`src/rtl/alu_lane_sequencer.sv`:
```
// alu_lane_sequencer: walks a packed vector operation through a single
// combinational scalar ALU one lane per cycle, collecting the lane results,
// a per-lane zero mask and OR/AND-reduced flags, then offers them as one
// response. Request and response ports are both valid/ready.
module alu_lane_sequencer #(
  parameter int N     = 32,
  parameter int LANES = 4
) (
  input  logic                 clk,
  input  logic                 reset,
  input  logic                 req_valid,
  output logic                 req_ready,
  input  logic [3:0]           req_op,
  input  logic [LANES*N-1:0]   req_va,
  input  logic [LANES*N-1:0]   req_vb,
  input  logic                 req_bcast,
  output logic [N-1:0]         alu_a,
  output logic [N-1:0]         alu_b,
  output logic [3:0]           alu_control,
  input  logic [N-1:0]         alu_result,
  input  logic [3:0]           alu_flags,
  output logic                 rsp_valid,
  input  logic                 rsp_ready,
  output logic [LANES*N-1:0]   rsp_vr,
  output logic [LANES-1:0]     rsp_zmask,
  output logic [3:0]           rsp_flags
);

  localparam int IW = $clog2(LANES);
  localparam logic [IW-1:0] LAST_IDX = IW'(LANES-1);

  typedef enum logic [1:0] {IDLE, RUN, DONE} state_t;

  state_t               state_reg, state_next;
  logic [IW-1:0]        idx_reg;
  logic [3:0]           op_reg;
  logic [LANES*N-1:0]   va_reg;
  logic [LANES*N-1:0]   vb_reg;
  logic [LANES*N-1:0]   vr_reg;
  logic [LANES-1:0]     zmask_reg;
  logic [3:0]           flags_reg;   // {N, Z, C, V}
  logic [LANES*N-1:0]   vb_eff;
  logic                 accept;

  // Broadcast replicates lane 0 of B into every lane before it is latched.
  for (genvar gi = 0; gi < LANES; gi++) begin : g_bcast
    assign vb_eff[gi*N +: N] = req_bcast ? req_vb[N-1:0] : req_vb[gi*N +: N];
  end

  assign accept    = req_valid && req_ready;
  assign rsp_vr    = vr_reg;
  assign rsp_zmask = zmask_reg;
  assign rsp_flags = flags_reg;

  // FSM state register.
  always_ff @(posedge clk or posedge reset) begin
    if (reset) state_reg <= IDLE;
    else       state_reg <= state_next;
  end

  // Next-state and handshake/ALU-port outputs; ALU ports are idle-zero outside RUN.
  always_comb begin
    state_next  = state_reg;
    req_ready   = 1'b0;
    rsp_valid   = 1'b0;
    alu_a       = '0;
    alu_b       = '0;
    alu_control = 4'b0000;
    case (state_reg)
      IDLE: begin
        // Held low while reset is asserted so nothing is accepted mid-reset.
        req_ready = !reset;
        if (req_valid && !reset) state_next = RUN;
      end
      RUN: begin
        alu_a       = va_reg[idx_reg*N +: N];
        alu_b       = vb_reg[idx_reg*N +: N];
        alu_control = op_reg;
        if (idx_reg == LAST_IDX) state_next = DONE;
      end
      DONE: begin
        rsp_valid = 1'b1;
        if (rsp_ready) state_next = IDLE;
      end
      default: state_next = IDLE;
    endcase
  end

  // Operand latch on accept, then one lane of result/flags captured per RUN cycle.
  always_ff @(posedge clk or posedge reset) begin
    if (reset) begin
      idx_reg   <= '0;
      op_reg    <= 4'b0000;
      va_reg    <= '0;
      vb_reg    <= '0;
      vr_reg    <= '0;
      zmask_reg <= '0;
      flags_reg <= 4'b0000;
    end else if (accept) begin
      idx_reg   <= '0;
      op_reg    <= req_op;
      va_reg    <= req_va;
      vb_reg    <= vb_eff;
      vr_reg    <= '0;
      zmask_reg <= '0;
      flags_reg <= 4'b0100;  // Z is an AND-reduction, so it starts set
    end else if (state_reg == RUN) begin
      vr_reg[idx_reg*N +: N] <= alu_result;
      zmask_reg[idx_reg]     <= alu_flags[2];
      flags_reg <= {flags_reg[3] | alu_flags[3],
                    flags_reg[2] & alu_flags[2],
                    flags_reg[1] | alu_flags[1],
                    flags_reg[0] | alu_flags[0]};
      // Saturate at the last lane rather than wrap.
      if (idx_reg != LAST_IDX) idx_reg <= idx_reg + 1'b1;
    end
  end

endmodule

```
`config.mk`:
```
export PLATFORM = sky130hd
export DESIGN_NAME = alu_lane_sequencer
export DESIGN_NICKNAME = d
export VERILOG_FILES = /design/src/rtl/alu_lane_sequencer.sv
export SDC_FILE = /design/constraint.sdc
export NUM_CORES = 1
export LEC_CHECK = 0
export ABC_AREA = 1
export CAP_MARGIN = 10
export CELL_PAD_IN_SITES_DETAIL_PLACEMENT = 0
export CELL_PAD_IN_SITES_GLOBAL_PLACEMENT = 1
export CORE_MARGIN = 2
export CORE_UTILIZATION = 35
export DETAILED_ROUTE_END_ITERATION = 6
export PLACE_DENSITY_LB_ADDON = 0.1
export RECOVER_POWER = 100
export SYNTH_ARGS = -nofsm -noshare
export SYNTH_HDL_FRONTEND = slang
export SYNTH_SLANG_ARGS = --single-unit
```
`constraint.sdc`:
```
create_clock -name clk -period 21.9 [get_ports clk]
set_input_delay 6.57 -clock clk [delete_from_list [all_inputs] [get_ports clk]]
set_output_delay 6.57 -clock clk [all_outputs]
set_load 0.05 [all_outputs]
```
### After elaboration in Yosys (flattened, before gate mapping)

Index checks and enable logic that the tools add are counted.

* eq/ne operators: 7
* order comparisons: 2
* mux-type cells: 25
* bitwise operators: 4
* $add $sub $neg: 2
* shift-type cells: 4
* reductions and logical operators: 9

Operators by type and width (count)
* 128-bit two-way mux: 2
* 128-bit by 8-bit variable part select with 32-bit output: 2
* 32-bit two-way mux: 5
* 128-bit bitwise mux: 1
* 32-bit by 34-bit variable shift with 128-bit output (first input constant): 1
* 32-bit by 34-bit variable part select with 128-bit output: 1
* 7-bit negation with 34-bit output: 1
* 4-bit two-way mux: 5
* 2-bit two-way mux: 6
* 2-bit != test (second input constant): 4
* 2-bit case mux with 3 select lines: 1
* 4-bit bitwise mux: 1
* 2-bit == test (second input constant): 2
* 2-bit nonzero test: 2
* 1-bit logical AND: 3
* 2-bit by 3-bit less-than comparator with 1-bit output (second input constant): 1
* 1-bit two-way mux: 3
* 1-bit bitwise OR: 3
* 3-bit AND reduction: 1
* 2-bit by 1-bit adder with 2-bit output (second input constant): 1
* 1-bit demux with 2-bit select: 1
* 2-bit by 1-bit == test with 1-bit output (second input constant): 1
* 2-bit by 1-bit greater-or-equal comparator with 1-bit output (second input constant): 1
* 2-bit zero test: 1
* 3 further kinds: 3

* flip-flop bits (word level): 400
* output and inout bits: 206

### Longest topological paths before layout

* depth after elaboration: 7
* gate-level depth with buffers: 11
* depth with buffers taken out: 7

### Worst setup path after synthesis

Ideal clock, no wire load.

* path type: in2out
* from: input port reset
* to: output port req_ready
* path slack: 8106 ps
* path buffers: 0
* stages: 1
* arrival time: 7224 ps
* path through: nor2_1

* longest elaborated chain between the ends: 2

Ends and longest elaborated chain
* start, declared: line 10 `input logic reset,`
* 1-bit zero test (no line)
* 1-bit two-way mux: line 69 `case (state_reg)`
* end, declared: line 12 `output logic req_ready,`

No other way between the ends.

### Worst setup path after layout

* from: input port reset
* to: register vr_reg[122], in the netlist rsp_vr[122]

* longest elaborated chain between the ends: 4
* elaborated cells on any way between the ends: 5

Ends and longest elaborated chain
* 1-bit zero test (no line) (*)
* 1-bit two-way mux (*): line 69
* 1-bit logical AND (*): line 50 `assign accept = req_valid && req_ready;`
* 128-bit two-way mux or 2-bit nonzero test (tied branches)
* end signal, assigned by index: line 108 `vr_reg[idx_reg*N +: N] <= alu_result;`
* end, declared: line 39 `logic [LANES*N-1:0] vr_reg;`

Every way passes the cells marked *; elsewhere a longest branch is shown, timed or not.
A chain may end at the register's enable or synchronous reset.

==> impl_metrics.py <==
metrics = {
    "clocking": {
        "clockRootBuffer": "clkbuf_16",
        "cts_hold_buf": 0,
        "cts_buffers": 47,
        "cts-htree-levels": 2,
        "cts_tree": "done",
        "post_cts_buffers": 0,
        "cts_sinks": 400,
        "cts_resized": 0,
        "path_clk_slew_ns": 0.06,
        "insertion_delay_ns": 0.58,
        "cts_buffer_depth": 3,
    },
    "sta": {
        "finalSetupViolCount": 0,
        "post-route-min-period_ns": 15.39,
        "fin_tns_setup_ns": 0,
        "relSlewSlack_pct": -298,
        "worst_slack_ns": 6.51,
        "fin_skew_ns": 0.0100,
        "whs_ns": 0.474,
        "rsz0062_at_grt": "false",
        "slew_viol_final": 1157,
        "tightest_slew_ns": 5.97,
        "hold_viol_final": 0,
        "clock.fmax_ghz": 0.0650,
        "fin_crit_sh_pct": 70.3,
    },
    "pwr": {
        "p_sw_mw": 1.88,
        "pwr-share-clk_pct": 19.8,
        "peakVddDrop_uv": 106,
        "switching_share_pct": 47.2,
        "p_comb_share_pct": 50.3,
        "power_density_mw_per_mm2": 151,
        "leakagePower_nw": 13.0,
        "total_power_mw": 3.98,
        "p_int_mw": 2.10,
        "p_seq_share_pct": 29.9,
    },
    "route": {
        "wl_per_cell_um": 18.2,
        "wirelength_um": 68200,
        "drtAntennaViolNets": 0,
        "drtPass1Iterations": 5,
        "drc": 0,
        "drt_iter0_drc": 1344,
        "vias": 18328,
        "vias_per_cell": 4.90,
    },
    "global_routing": {
        "gr-total-overflow": 0,
        "grt_pass1_wl_um": 105000,
        "grt_antenna_before_repair": 20,
        "grt_max_degree": 205,
        "first_global_vias": 17913,
        "grt.total_usage_pct": 23.4,
    },
    "synthesis": {
        "ys_seq_area_share_pct": 51.3,
        "yosysWarnings": 0,
        "synth_area_mm2": 0.0195,
        "synth-seq-cells": 400,
        "ys_types": 22,
        "syn_avg_cell_area_um2": 7.59,
        "syn_inst": 2569,
        "syn_nets": 2877,
    },
    "placement": {
        "placed_cell_area_mm2": 0.0248,
        "hpwl_um": 43100,
        "dp.cells": 3651,
        "preCtsSetupSlack_ns": 7.23,
        "place_congestion": 0.813,
        "port_buffers": 506,
    },
    "floorplanning": {
        "die_area_mm2": 0.0576,
        "die_w_um": 240,
        "rows": 86,
        "die_h_um": 240,
        "initial_utilization_pct": 35.4,
        "core_mm2": 0.0551,
        "num_io_pins": 507,
    },
    "setup_path": {
        "cp_num_buf_inv": 4,
        "worst_r2r_path_depth": 7,
        "cp_max_fo": 99,
        "crit_top_cell": "clkbuf_1",
        "crit_cells": 8,
        "crit_chain": "dlygate4sd3_1 > nor2_1 > nand2_4 > clkbuf_1 > clkbuf_1 > clkbuf_1 > nand3_1 > o21ai_0",
        "cpPeakStageDelay_ns": 3.18,
        "worstPathRequired_ns": 22.38,
        "end_kind": "flop",
        "start_kind": "input port",
        "worstPathArrival_ns": 15.87,
        "cp_slowest_cell": "clkbuf_1",
        "path_delay_family": "buffers and inverters",
        "setup.worst_path.class": "input port to flop",
    },
    "outcome": {
        "outcome": "complete, but fails checks",
        "violations": "max-capacitance violations, max-slew violations",
    },
    "layout": {
        "nFillCells": 5544,
        "drive_gt1_share_pct": 3.28,
        "final_util_pct": 47.8,
        "finalNonFillerCells": 3744,
        "synthToLayoutAreaGrowth_pct": 35.1,
        "fin_nets": 3261,
        "design_area_mm2": 0.0264,
    },
    "flow_run": {
        "drv_cap": 13,
    },
    "hold_path": {
        "worstHoldPathType": "flop to flop",
        "holdPathStages": 2,
    },
}
## metal layers
metal | vias up | routed length, um | track usage [%]
met4 | 18 | 2410 | 9.37
met1 | 8699 | 28700 | 29.9
met3 | 136 | 4860 | 6.02
met5 | - | 115 | 0
li1 | 8975 | - | -
met2 | 500 | 32100 | 37.9
## cell families (layout without fill, tap and decap cells)
| kind of cell | Yosys count | count (layout) | synth area share [%] |
|---|---|---|---|
| flops | 400 | 400 | 51.3 |
| compound gates | 464 | 464 | 12.3 |
| buf+inv | 476 | 891 | 10.0 |
| fa+ha+maj | 7 | 7 | 0.449 |
| other cells | 0 | 12 | 0 |
| simple gates | 1222 | 1222 | 25.9 |
## worst register-to-register path: cells and delay by family (launching register included)
family	cells	cell delay (ns)
AOI/OAI and AO/OA	1	0.25
buffers and inverters	3	8.00
DFF	1	0.47
and+or+nand+nor	3	0.60
## cell type report
type,instances,area [um2],area share (%)
repair buffers,530,5240,19.9
diodes,12,30.0,0.114
flip-flops and latches,400,10000,38.0
well taps,748,936,3.55
multi-input cells,1693,7560,28.7
clock inverters,14,145,0.551
clock buffers,66,1380,5.24
inverters,281,1060,4.02
## synthesized netlist by cell type
library cell / instances / area, um2
o21ai_0: 341 / 1710
buf_4: 10 / 75.1
buf_2: 99 / 495
o31ai_1: 1 / 7.51
clkinv_1: 1 / 3.75
nor2_4: 1 / 11.3
nand2_2: 2 / 12.5
nor2_1: 110 / 413
nand2_1: 783 / 2940
dfrtp_1: 400 / 10000
ha_1: 7 / 87.6
o211ai_1: 32 / 240
nand3_1: 261 / 1310
nand4_1: 34 / 213
clkbuf_1: 82 / 308
inv_1: 275 / 1030
inv_2: 5 / 18.8
nor3_1: 31 / 155
o21ai_1: 25 / 125
a21oi_1: 65 / 325
buf_1: 3 / 11.3
buf_6: 1 / 11.3
## placed cells by master, fill, tap and decap left out, drive strengths merged
| master | instances |
|---|---|
| o31ai | 1 |
| diode | 12 |
| dfrtp | 400 |
| inv | 277 |
| a21oi | 65 |
| nor2 | 111 |
| nand4 | 34 |
| clkbuf | 76 |
| ha | 7 |
| dlygate4sd3 | 204 |
| nand2 | 785 |
| o21ai | 366 |
| clkdlybuf4s50 | 301 |
| bufinv | 3 |
| buf | 15 |
| nand3 | 261 |
| nor3 | 31 |
| o211ai | 32 |
| clkinv | 12 |
| clkinvlp | 3 |
## worst paths after layout
kind	to	startpoint	slack, ns
worst max-delay path	rsp_vr[122]$_DFFE_PP0P_	reset	6.51
worst min-delay path	va_reg[108]$_DFFE_PP0P_	va_reg[108]$_DFFE_PP0P_	0.47
worst max register to register	rsp_vr[122]$_DFFE_PP0P_	state_reg[0]$_DFFE_PP0P_	12.49
worst min register to register	va_reg[108]$_DFFE_PP0P_	va_reg[108]$_DFFE_PP0P_	0.47
max in group asynchronous	vb_reg[123]$_DFFE_PP0P_	reset	8.30
min in group asynchronous	rsp_vr[70]$_DFFE_PP0P_	reset	8.38
## power by group through the flow
stage	clock network [mW]	registers [mW]	logic, mW
final	0.789	1.19	2.01
after global routing	0.839	1.23	2.19
after CTS	0.811	1.19	2.05
after detailed placement	0	1.20	2.04
after global placement	0	1.19	2.03
after floorplan	0	1.41	1.14
(Power assumes the default switching activity.)
